$ cat config.mk
export PLATFORM = sky130hd
export DESIGN_NAME = jtpang_objdma
export DESIGN_NICKNAME = d
export VERILOG_FILES = /design/src/rtl/jtpang_objdma.sv
export SDC_FILE = /design/constraint.sdc
export NUM_CORES = 1
export LEC_CHECK = 0
export ABC_AREA = 1
export CAP_MARGIN = 20
export CORE_ASPECT_RATIO = 1.25
export CORE_MARGIN = 1.5
export CORE_UTILIZATION = 38
export CTS_BUF_LIST = sky130_fd_sc_hd__clkbuf_4 sky130_fd_sc_hd__clkbuf_8 sky130_fd_sc_hd__clkbuf_16
export CTS_CLUSTER_DIAMETER = 120
export DETAILED_ROUTE_END_ITERATION = 6
export PLACE_DENSITY = 0.6
export SLEW_MARGIN = 20
export SYNTH_ARGS = -nofsm -noshare
export SYNTH_HDL_FRONTEND = slang
export SYNTH_SLANG_ARGS = --single-unit
$ cat constraint.sdc
create_clock -name clk -period 4.5 [get_ports clk]
set_clock_uncertainty 0.05 [all_clocks]
set_input_delay 0.675 -clock clk [delete_from_list [all_inputs] [get_ports clk]]
set_output_delay 0.675 -clock clk [all_outputs]
set_load 0.1 [all_outputs]
$ cat src/rtl/jtpang_objdma.sv
// Object-table DMA sequencer: requests the CPU bus, reads LEN bytes of VRAM and copies them into the
// object line buffer. Define JTPANG_OBJDMA_VBL_EN to hold transfer starts until vertical blanking.
module jtpang_objdma #(
    parameter int unsigned AW  = 9,
    parameter int unsigned LEN = 384
) (
    input  logic          clk,
    input  logic          rst,
    input  logic          cen,
    input  logic          lvbl,
    input  logic          dma_go,
    input  logic          busak_n,
    output logic          busrq,
    output logic [AW-1:0] dma_addr,
    input  logic [7:0]    dma_din,
    output logic          buf_we,
    output logic [AW-1:0] buf_addr,
    output logic [7:0]    buf_din,
    output logic          busy,
    output logic          done
);

    localparam logic [AW-1:0] LAST = AW'(LEN - 1);

    typedef enum logic [1:0] {
        IDLE,
        REQ,
        XFER,
        FLUSH
    } state_t;

    state_t        state_q, state_d;
    logic          pend_q, pend_d;
    logic          busrq_q, busrq_d;
    logic          busy_q, busy_d;
    logic [AW-1:0] addr_q, addr_d;

    // Read slot issued on one cen, written to the buffer on the next cen.
    logic          slot_vld_q, slot_vld_d;
    logic [AW-1:0] slot_addr_q, slot_addr_d;
    logic [7:0]    slot_data_q, slot_data_d;

    logic          we_q, we_d;
    logic [AW-1:0] baddr_q, baddr_d;
    logic [7:0]    bdin_q, bdin_d;
    logic          fin_q, fin_d;
    logic          done_q, done_d;

    logic          start_ok;

`ifdef JTPANG_OBJDMA_VBL_EN
    assign start_ok = pend_q & ~lvbl;
`else
    logic unused_lvbl;
    assign unused_lvbl = lvbl;
    assign start_ok    = pend_q;
`endif

    always_comb begin
        // NOTE: every next-state signal gets a default here, so no path leaves one unassigned (no latches).
        state_d     = state_q;
        pend_d      = pend_q | dma_go;
        busrq_d     = busrq_q;
        busy_d      = busy_q;
        addr_d      = addr_q;
        slot_vld_d  = slot_vld_q;
        slot_addr_d = slot_addr_q;
        slot_data_d = slot_data_q;
        we_d        = 1'b0;
        baddr_d     = baddr_q;
        bdin_d      = bdin_q;
        fin_d       = 1'b0;
        done_d      = fin_q;

        if (cen) begin
            // Write stage runs in every state: flush whatever slot the previous cen issued.
            if (slot_vld_q) begin
                we_d    = 1'b1;
                baddr_d = slot_addr_q;
                bdin_d  = slot_data_q;
            end
            slot_vld_d = 1'b0;

            case (state_q)
                IDLE: begin
                    if (start_ok) begin
                        pend_d  = dma_go;
                        busy_d  = 1'b1;
                        busrq_d = 1'b1;
                        addr_d  = '0;
                        state_d = REQ;
                    end
                end
                REQ: begin
                    if (!busak_n) begin
                        state_d = XFER;
                    end
                end
                XFER: begin
                    // Data for the current address has been on the bus for a full cen; capture it now.
                    if (!busak_n) begin
                        slot_vld_d  = 1'b1;
                        slot_addr_d = addr_q;
                        slot_data_d = dma_din;
                        if (addr_q == LAST) begin
                            state_d = FLUSH;
                        end else begin
                            addr_d = addr_q + AW'(1);
                        end
                    end
                end
                FLUSH: begin
                    busrq_d = 1'b0;
                    busy_d  = 1'b0;
                    fin_d   = 1'b1;
                    state_d = IDLE;
                end
                default: begin
                    state_d = IDLE;
                end
            endcase
        end
    end

    always_ff @(posedge clk) begin
        if (rst) begin
            // NOTE: non-blocking assignments keep every register sampling pre-edge values.
            state_q     <= IDLE;
            pend_q      <= 1'b0;
            busrq_q     <= 1'b0;
            busy_q      <= 1'b0;
            addr_q      <= '0;
            slot_vld_q  <= 1'b0;
            slot_addr_q <= '0;
            slot_data_q <= '0;
            we_q        <= 1'b0;
            baddr_q     <= '0;
            bdin_q      <= '0;
            fin_q       <= 1'b0;
            done_q      <= 1'b0;
        end else begin
            state_q     <= state_d;
            pend_q      <= pend_d;
            busrq_q     <= busrq_d;
            busy_q      <= busy_d;
            addr_q      <= addr_d;
            slot_vld_q  <= slot_vld_d;
            slot_addr_q <= slot_addr_d;
            slot_data_q <= slot_data_d;
            we_q        <= we_d;
            baddr_q     <= baddr_d;
            bdin_q      <= bdin_d;
            fin_q       <= fin_d;
            done_q      <= done_d;
        end
    end

    assign busrq    = busrq_q;
    assign dma_addr = addr_q;
    assign buf_we   = we_q;
    assign buf_addr = baddr_q;
    assign buf_din  = bdin_q;
    assign busy     = busy_q;
    assign done     = done_q;

endmodule

==> results of run 1 <==
## logic make-up after synthesis
family	synth area share, %
and+or+nand+nor	27.4
DFF	48.5
buffers and inverters	6.60
adders and majority gates	3.57
AOI/OAI and AO/OA	13.9
## cell usage after synthesis, types with 2 or more instances
cell type / n / area, µm²
a21oi_1: 18 / 90.1
buf_2: 3 / 15.0
buf_4: 2 / 15.0
clkbuf_1: 5 / 18.8
clkinv_1: 2 / 7.51
dfxtp_1: 51 / 1020
ha_1: 6 / 75.1
inv_1: 17 / 63.8
nand2_1: 46 / 173
nand3_1: 14 / 70.1
nand3_2: 2 / 20.0
nor2_1: 72 / 270
nor2_2: 2 / 12.5
o21ai_0: 36 / 180
## cell type report
type / count / area [µm²]
Clock buffer: 5 / 68.8
Timing Repair Buffer: 43 / 428
Tap cell: 64 / 80.1
Clock inverter: 3 / 20.0
Sequential cell: 51 / 1020
Multi-Input combinational cell: 203 / 945
Fill cell: 580 / 2730
Inverter: 20 / 75.1
## flip-flops by register name, indices dropped and copies added, names as in the netlist
| register | flops |
|---|---|
| buf_addr | 9 |
| dma_addr | 9 |
| slot_addr_q | 9 |
| buf_din | 8 |
| slot_data_q | 8 |
| state_q | 2 |
| buf_we | 1 |
| busy | 1 |
| done | 1 |
| done_d | 1 |
| pend_q | 1 |
| slot_vld_q | 1 |
## per-stage QoR
step	instance area (µm²)	utilization (%)	setup WS [ns]	hold WS, ns	power [mW]
final	2640	49.1	1.80	0.357	0.790
after detailed placement	2550	47.5	1.60	0.347	0.543
after global placement	2550	47.5	1.61	0.343	0.542
after global routing	2640	49.1	1.73	0.375	0.830
after CTS	2640	49.1	1.78	0.362	0.807
after floorplan	2100	-	2.28	0.338	0.521
## layer usage
metal | global-route usage (%) | up-vias
li1 | - | 990
met1 | 17.5 | 777
met2 | 26.3 | 33
met3 | 3.37 | 6
met4 | 5.88 | 0
met5 | 0 | -
## placed cells by master (no fill, tap or decap), types with 2 or more instances in the layout
master / netlist / routed
nor2_1: 72 / 72
dfxtp_1: 51 / 51
nand2_1: 46 / 46
clkdlybuf4s50_1: 0 / 42
o21ai_0: 36 / 36
a21oi_1: 18 / 18
inv_1: 17 / 17
nand3_1: 14 / 14
ha_1: 6 / 6
clkbuf_8: 0 / 5
clkinv_1: 2 / 2
nand3_2: 2 / 2
nor2_2: 2 / 2
clkinvlp_4: 0 / 2
## worst paths after layout
path,startpoint,end,slack (ns),cells after the start
worst min register to register,done_d,done,0.36,2
worst max register to register,state_q[0],dma_addr[8],2.70,7
worst max-delay path,dma_addr[2],dma_addr[2],1.80,1
worst min-delay path,done_d,done,0.36,2
## power by group through the flow
| stage | clock [mW] | combinational [mW] | sequential [mW] |
|---|---|---|---|
| finish | 0.259 | 0.0706 | 0.461 |
| global route | 0.289 | 0.0785 | 0.462 |
| CTS | 0.274 | 0.0714 | 0.461 |
| detailed placement | 0 | 0.0712 | 0.472 |
| global placement | 0 | 0.0708 | 0.472 |
| floorplan | 0 | 0.0382 | 0.483 |
==> metrics.yaml, run 1 <==
timing:
  slew_viol_final: 0
  period_needed_ns: 2.70
  hold_violations: 0
  setup_viol: 0
  fin_crit_sh_pct: 60.0
  fmax_mhz: 371
  tightest_slew_ns: 0.971
  rsz0062_at_grt: "false"
  slew_headroom_pct: 35.1
  tns_ns: 0
drt:
  met3_length_um: 153
  vias: 1806
  routed_wirelength_um: 4200
  postRouteAntennaNets: 0
  via_per_inst: 4.64
  drt_iter0_drc: 114
  routed.top_layer: "met4"
  drt-met1-wl_um: 1950
  met2_length_um: 2030
  route.detailed.drc: 0
  drt_first_pass_iters: 4
  wl_per_cell_um: 10.8
floorplanning:
  rows: 30
  io_pins: 44
  core_region_area_mm2: 0.00537
  start_util_pct: 39.2
  die_h_um: 86.2
  dieArea_mm2: 0.00600
  die_w_um: 69.6
pwr:
  intPower_mw: 0.590
  p_clk_share_pct: 32.7
  powerDensity_mw_per_mm2: 300
  leakage_nw: 0.993
  p_seq_share_pct: 58.3
  switching_share_pct: 25.4
  ir_drop_uv: 126
  combinationalPowerShare_pct: 8.9
  p_sw_mw: 0.201
global_routing:
  grt_pass1_wl_um: 7270
  grt_max_degree: 38
  grt_pass1_vias: 1621
  antenna_found_initial: 0
  gr-total-overflow: 0
  gr-usage-all-layers_pct: 14.9
run:
  drv_cap: 0
placed_design:
  io_buffer_count: 42
  dp_hpwl_um: 2830
  gp_congestion: 0.786
  dp.cells: 381
finish:
  drive_gt1_share_pct: 5.23
  antenna_cells: 0
  finalNonFillerCells: 389
  nets: 344
  syn2layout_area_growth_pct: 25.3
cts:
  cts-hold-fix-buffers: 0
  cts_setup_buffers: 0
  clockRootBuffer: "clkbuf_8"
  htreeDepth: 2
  clock_sinks: 51
  cts.path.max_buffers: 2
  post_cts_resized: 0
  clk_pin_slew_ns: 0.09
  cts_buffers: 5
  cts_tree: "built"
  clkLatencyLatePin_ns: 0.30
synthesis:
  ys_ff_latch: 51
  synthArstFlopShare_pct: 0
  synth_cells: 286
  avgSynthCellArea_um2: 7.36
  syn_nets: 306
  synth-edff-count: 0
  ys.flop_type: "dfxtp_1"
  seq_area_frac_synth_pct: 48.5
  netlist_area_mm2: 0.00210
  ys_types: 24
  ys_warn_count: 0
setup_path:
  cp_cell_sequence: "clkdlybuf4s50_1"
  required_ns: 3.77
  startpoint_type: "flip-flop"
  cp_top_family: "buffers and inverters"
  critPathKind: "reg2out"
  path_max_fanout: 8
  worstPathArrival_ns: 1.97
  endpoint_kind: "output pin"
  cpMaxStageDelayCell: "clkdlybuf4s50_1"
  critPathBufInv: 1
  max_stage_delay_ns: 1.19
status:
  status: "completed"
min_path:
  hp-class: "reg2reg"
Power figures use the tool's default switching activity.
==> run 2: changes to the inputs <==
--- a/config.mk
+++ b/config.mk
@@ -13,7 +13,7 @@
 export CTS_BUF_LIST = sky130_fd_sc_hd__clkbuf_4 sky130_fd_sc_hd__clkbuf_8 sky130_fd_sc_hd__clkbuf_16
 export CTS_CLUSTER_DIAMETER = 120
 export DETAILED_ROUTE_END_ITERATION = 6
-export PLACE_DENSITY = 0.6
+export PLACE_DENSITY = 0.63
 export SLEW_MARGIN = 20
 export SYNTH_ARGS = -nofsm -noshare
 export SYNTH_HDL_FRONTEND = slang
==> constraint.sdc (replaced) <==
create_clock -name clk -period 2.25 [get_ports clk]
set_clock_uncertainty 0.05 [all_clocks]
set_input_delay 0.3375 -clock clk [delete_from_list [all_inputs] [get_ports clk]]
set_output_delay 0.3375 -clock clk [all_outputs]
set_load 0.1 [all_outputs]
==> run 2 against run 1 <==
Cell count increased by 1.3%. Utilization shrank 0.47 points. Total power rose by 100%. Clock-buffer cell count increased by 1. Critical path depth increased by 6. Hold slack improved by 0.0017 ns. Sequential power is 100% higher. Global-route usage fell by 0.14 points. Critical endpoint is now dma_addr[8].
==> metrics.yaml, run 2 (synthesized netlist as in run 1, its figures left out) <==
floorplanning:
  core_region_area_mm2: 0.00537
  rows: 30
  dieArea_mm2: 0.00600
  io_pins: 44
  start_util_pct: 39.2
  die_h_um: 86.2
  die_w_um: 69.6
cts:
  cts_tree: "built"
  htreeDepth: 2
  cts.path.max_buffers: 2
  post_cts_resized: 0
  clockRootBuffer: "clkbuf_8"
  clkLatencyLatePin_ns: 0.31
  cts-hold-fix-buffers: 0
  clock_sinks: 51
  cts_buffers: 5
  cts_setup_buffers: 0
  clk_pin_slew_ns: 0.09
status:
  status: "completed"
finish:
  nFillCells: 549
  antenna_cells: 0
  drive_gt1_share_pct: 15.8
  nets: 349
  final_cell_mix: "72 x nor2_1, 51 x dfxtp_1, 46 x nand2_1"
  final_common_cell: "nor2_1"
  syn2layout_area_growth_pct: 24.1
setup_path:
  cp_cell_sequence: "inv_1 -> ha_1 -> inv_1 -> nand4_2 -> nand2_1 -> nand2_1 -> a21oi_2"
  path_max_fanout: 10
  max_stage_delay_ns: 0.37
  endpoint_kind: "flip-flop"
  cpMaxStageDelayCell: "dfxtp_1"
  critPathBufInv: 2
  critPathKind: "reg2reg"
  required_ns: 2.45
  cp_top_family: "simple AND/OR/NAND/NOR gates"
  startpoint_type: "flip-flop"
  worstPathArrival_ns: 1.99
global_routing:
  antenna_found_initial: 0
  gr-usage-all-layers_pct: 14.7
  grt_max_degree: 29
  gr-total-overflow: 0
  grt_pass1_wl_um: 7260
  grt_pass1_vias: 1630
pwr:
  combinationalPowerShare_pct: 9.2
  ir_drop_uv: 231
  p_clk_share_pct: 33.1
  switching_share_pct: 25.2
  leakage_nw: 1.09
  p_seq_share_pct: 57.7
  intPower_mw: 1.20
  p_sw_mw: 0.402
  powerDensity_mw_per_mm2: 612
run:
  drv_cap: 0
drt:
  drt_first_pass_iters: 4
  via_per_inst: 4.62
  route.detailed.drc: 0
  vias: 1821
  wl_per_cell_um: 10.8
  drt_iter0_drc: 103
  routed_wirelength_um: 4270
  postRouteAntennaNets: 0
timing:
  tightest_slew_ns: 0.439
  hold_violations: 0
  slew_viol_final: 0
  fmax_mhz: 559
  slew_headroom_pct: 70.7
  tns_ns: 0
  fin_crit_sh_pct: 79.6
  setup_viol: 0
  period_needed_ns: 1.79
  fin_ws_ns: 0.460
  worst_hold_slack_ns: 0.358
  rsz0062_at_grt: "false"
placed_design:
  io_buffer_count: 42
  dp_hpwl_um: 2940
  gp_congestion: 0.702
  place_ws_ns: 0.362
min_path:
  hp-class: "reg2reg"
## run 2: cell types whose count changed in the layout (fill, tap and decap cells not counted), sizes merged
cell and change:
buf +35, clkbuf +1, clkdlybuf4s50 -30, clkinvlp -1
## run 2: path summary, 6_finish.rpt
path / start / endpoint / slack [ns] / cells past startpoint
worst max-delay path: state_q[0] / dma_addr[8] / 0.46 / 7
worst max register to register: state_q[0] / dma_addr[8] / 0.46 / 7
worst min-delay path: done_d / done / 0.36 / 2
worst min register to register: done_d / done / 0.36 / 2
## run 2: power groups by stage
stage	combinational (mW)	sequential, mW	clock, mW
after global routing	0.162	0.924	0.581
after floorplan	0.0764	0.966	0
final	0.146	0.922	0.530
after global placement	0.146	0.943	0
after CTS	0.148	0.923	0.549
after detailed placement	0.148	0.944	0
## run 2: per-layer routing
layer  wire (µm)  track usage [%]  vias to the layer above
li1            -                -                      999
met1        2030             17.9                      788
met2        1980             25.3                       28
met3         185             3.49                        6
met4          76             5.88                        0
met5           0                0                        -
## run 2: cell type report
class | count | area, µm² | area share [%]
timing repair buffer | 48 | 403 | 15.4
clock inverter | 2 | 12.5 | 0.479
tap | 64 | 80.1 | 3.07
inverter | 20 | 75.1 | 2.87
sequential | 51 | 1020 | 39.1
clock buffer | 6 | 76.3 | 2.92
multi-input combinational | 203 | 945 | 36.2
## run 2: metrics by stage
step	cells	instance area [µm²]	util, %	total power, mW
after floorplan	286	2100	-	1.04
after global placement	386	2520	47.0	1.09
after detailed placement	386	2520	47.0	1.09
after CTS	394	2610	48.7	1.62
after global routing	394	2610	48.7	1.67
final	394	2610	48.7	1.60
## run 2: tightest hold or removal path, stage by stage (launching register included)
cell,delay (ns)
dfxtp_1,0.30
inv_1,0.04
nor2_1,0.03
==> patch 1: new RTL, flow settings as in run 2 <==
Change the parameter `AW` from 9 to 8.
--- a/src/rtl/jtpang_objdma.sv
+++ b/src/rtl/jtpang_objdma.sv
@@ -2,5 +2,5 @@
 // object line buffer. Define JTPANG_OBJDMA_VBL_EN to hold transfer starts until vertical blanking.
 module jtpang_objdma #(
-    parameter int unsigned AW  = 9,
+    parameter int unsigned AW  = 8,
     parameter int unsigned LEN = 384
 ) (
Interface: changed (resized buf_addr and dma_addr); port bits go from 44 to 42. No check against the original RTL was run, so the function may have changed too.
==> patch 1 against run 2 <==
Power up 8.6%. Design area fell by 2.7%. Sequential power shrank 5.1%. First-iteration DRC count is 19% lower. Largest power group unchanged. Worst setup slack better by 0.0045 ns. Sequential cell count is 3 lower. Sequential share of layout area fell by 1.3 points. Combinational power increased by 54%. Non-clock buffer count fell by 3. Clock power grew 20%. Critical endpoint is now dma_addr[6]. Area after synthesis shrank 2.4%. Wire length is 4.0% higher.
==> patch 1: results (changes against run 2) <==
largest net degree at the start of global routing 26 (-10%); CP Max Fanout 14 (+4); Signal buffers 45 (-6.3%); post-synthesis sequential area ratio 46.8% (-1.7 points); WL met2 2130 um (+7.6%); DP Cell Count 371 (-3.9%); gr usage total 16.1% (+1.4 points); cell area after synthesis 0.00205 mm2 (-2.4%); status complete, no violations; Layout Nets 336 (-3.7%); global-route met3 utilization 3.71% (+0.23 points); Met1 Wirelength 2100 um (+3.4%); Multi-In Gates 188 (-7.4%); crit path DAT 1.94 ns (-0.05 ns); Multi-input gate area 915 um2 (-3.2%); syn avg cell area 7.42 um2 (+0.79%); hpwl dp 3130 um (+6.5%); Final Core Density 49.3% (+0.65 points); layout cell share with drive strength beyond 1 15.8% (about the same); Reg area 961 um2 (-5.9%); ClkCell Share 4.53% (+1.1 points); vias per cell 4.82 (+4.2%); Port-buffer cells 40 (-4.8%); syn nets 297 (-2.9%); Yosys cell types 22 (-8.3%); global-route met1 utilization 20.2% (+2.3 points); met3 WL 149 um (-19%); total wire length 4450 um (+4.0%)
==> patch 1: cell count changes after synthesis, moves of 3 or more <==
cell / before / now
nor2_1: 72 / 43
o21ai_0: 36 / 23
a21oi_1: 18 / 30
nand3_1: 14 / 26
inv_1: 17 / 26
dfxtp_1: 51 / 48
nand2_1: 46 / 49
nand4_1: 0 / 3
==> patch 1: logic make-up (layout without fill, tap and decap cells) <==
kind of cell               count (synthesis)  after routing  share of synthesized area, %
buffers and inverters                     41             81                          8.71
adders and majority gates                  6              6                          3.65
and+or+nand+nor                          127            127                          26.8
AOI/OAI and AO/OA                         55             55                          14.1
DFF                                       48             48                          46.8
==> patch 1: critical path: stages (launching register included) <==
cell,delay (ns)
dfxtp_1,0.40
inv_1,0.10
ha_1,0.38
nand2_1,0.11
nand3_1,0.11
inv_2,0.20
nand3_4,0.14
a21oi_1,0.15
nor2_1,0.05
==> patch 2: new RTL, flow settings as in run 2 <==
Made on the original files. The 4 states of `state_t` get a one-hot encoding in 4 bits.
--- a/src/rtl/jtpang_objdma.sv
+++ b/src/rtl/jtpang_objdma.sv
@@ -23,9 +23,9 @@
     localparam logic [AW-1:0] LAST = AW'(LEN - 1);
 
-    typedef enum logic [1:0] {
-        IDLE,
-        REQ,
-        XFER,
-        FLUSH
+    typedef enum logic [3:0] {
+        IDLE  = 4'b0001,
+        REQ   = 4'b0010,
+        XFER  = 4'b0100,
+        FLUSH = 4'b1000
     } state_t;
 
Function: same outputs for any inputs over 10 cycles, from zero or initial values and one cycle with rst high; not proved beyond that.
==> patch 2 against run 2 <==
Critical path depth down 1. Sequential cell count increased by 2. Critical path type unchanged. Design area up 3.4%. Utilization rose by 0.29 points. Area after synthesis is 5.4% higher. Worst setup slack better by 0.16 ns. Wire length rose by 9.5%.
Power is not compared: it rests on default switching activity, and its combinational part moved more than twofold at a synthesized area within 25%.
==> patch 2: results (changes against run 2) <==
DP Cell Count 391 (+1.3%); post-synthesis sequential area ratio 47.9% (-0.66 points); first-pass GRT wire length 8060 um (+11%); Syn Inst Count 294 (+2.8%); post-CTS resize count 0 (unchanged); placed cell area 0.00261 mm2 (+3.4%); GR Layer Usage met2 25.2% (-0.094 points); total wire length 4680 um (+9.5%); GP Congestion 0.844 (+20%); global-route met3 utilization 4.21% (+0.73 points); Post-synth ARST share 0% (unchanged); FILL cells 578 (+5.3%); H-tree Lvls 2 (unchanged); TritonRoute pass-1 iters 4 (unchanged); layout cell share with drive strength beyond 1 17.0% (+1.3 points); global-route met1 utilization 21.8% (+3.8 points); synth warn 0 (unchanged); Commonest cells post-synth 53 x dfxtp_1, 51 x nand2_1, 47 x a21oi_1; Root Driver clkbuf_8; Hold Path Class flip-flop to flip-flop; vias per cell 4.76 (+3.1%); top cells by area, synth dfxtp_1 48%, a21oi_1 11%, nand2_1 8.6%; postcts setup bufs 0 (unchanged); critical path required time 2.39 ns (-0.06 ns); Main synth FF type dfxtp_1; Worst-path clk slew around 0.10 ns; initial antenna violation count 0 (unchanged); P_leak about 1.1 nW; Clock Latency Late Sink 0.31 ns (about the same); TritonCTS buffer count 5 (unchanged); DR vias 1,901 (+4.4%); CP Max Fanout 35 (+25); hpwl dp 3100 um (+5.4%); Starting DRT DRC Count 75 (-27%); Port-buffer cells 42 (unchanged); slowest stage delay, CP 0.34 ns (-0.03 ns); largest net degree at the start of global routing 40 (+38%); Layout Nets 349 (unchanged); Critical-path top delay cell dfxtp_1; Least-Margin Pin Slew 0.361 ns (-0.0772 ns); Yosys cell types 24 (unchanged); Worst path top cell family by delay simple AND/OR/NAND/NOR gates; Peak VDD IR around 0.36 mV; gr usage total 16.2% (+1.4 points); status complete, no violations; vias in the first global route 1,710 (+4.9%); syn nets 309 (+0.98%); deepest clock path buffer count 2 (unchanged); antenna cells 0 (unchanged)
[patch 2: cell types whose count changed after synthesis, moves of 3 or more]
cell and delta:
a21oi_1 +29, buf_2 +4, ha_1 -5, inv_1 +23, nand2_1 +5, nand4_1 +4, nor2_1 -52, nor2_4 +3
[patch 2: kinds of logic (layout without fill, tap and decap cells)]
logic type	after synthesis	after routing	synth area share, %
and+or+nand+nor	103	103	22.7
AOI/OAI and AO/OA	85	85	19.5
DFF	53	53	47.9
buffers and inverters	52	93	9.37
adders and majority gates	1	1	0.564
[patch 2: metal layers]
layer  vias up  share of wire, %
li1       1029                 -
met1       826                48
met2        41                45
met3         5               5.4
met4         0               1.5
met5         -                 0
[patch 2: worst paths after layout]
path         depth (start not counted)  slack, ns  startpoint              to
min                                  2       0.36      done_d            done
max reg2reg                          6       0.62  state_q[3]  slot_data_q[0]
min reg2reg                          2       0.36      done_d            done
max                                  6       0.62  state_q[3]  slot_data_q[0]
[patch 2: final cells by class]
class	instances	area [um2]	area share [%]
inverter	40	150	5.56
clock inverter	2	15.0	0.556
tap	64	80.1	2.96
sequential	53	1060	39.4
timing repair buffer	45	368	13.6
multi-input combinational	189	948	35.1
clock buffer	6	76.3	2.83
[patch 2: power by group]
part           internal [W]  switching, W  total (W)
sequential         0.000960     0.0000161   0.000976
clock              0.000232      0.000309   0.000541
combinational     0.0000905      0.000204   0.000295
total               0.00128      0.000529    0.00181
[patch 2: stage by stage]
| stage | worst slack (ns) | power [W] |
|---|---|---|
| final | 0.617 | 0.00181 |
| after global routing | 0.436 | 0.00191 |
| after CTS | 0.614 | 0.00184 |
| after detailed placement | 0.371 | 0.00129 |
| after global placement | 0.380 | 0.00129 |
| after floorplan | 0.142 | 0.00122 |
[patch 2: worst register-to-register path, cell delays in order (launching register included)]
cell     delay [ns]
dfxtp_1        0.34
inv_1          0.11
nand2_1        0.09
nor2_4         0.24
nand3_4        0.34
o21ai_0        0.28
a21oi_1        0.06
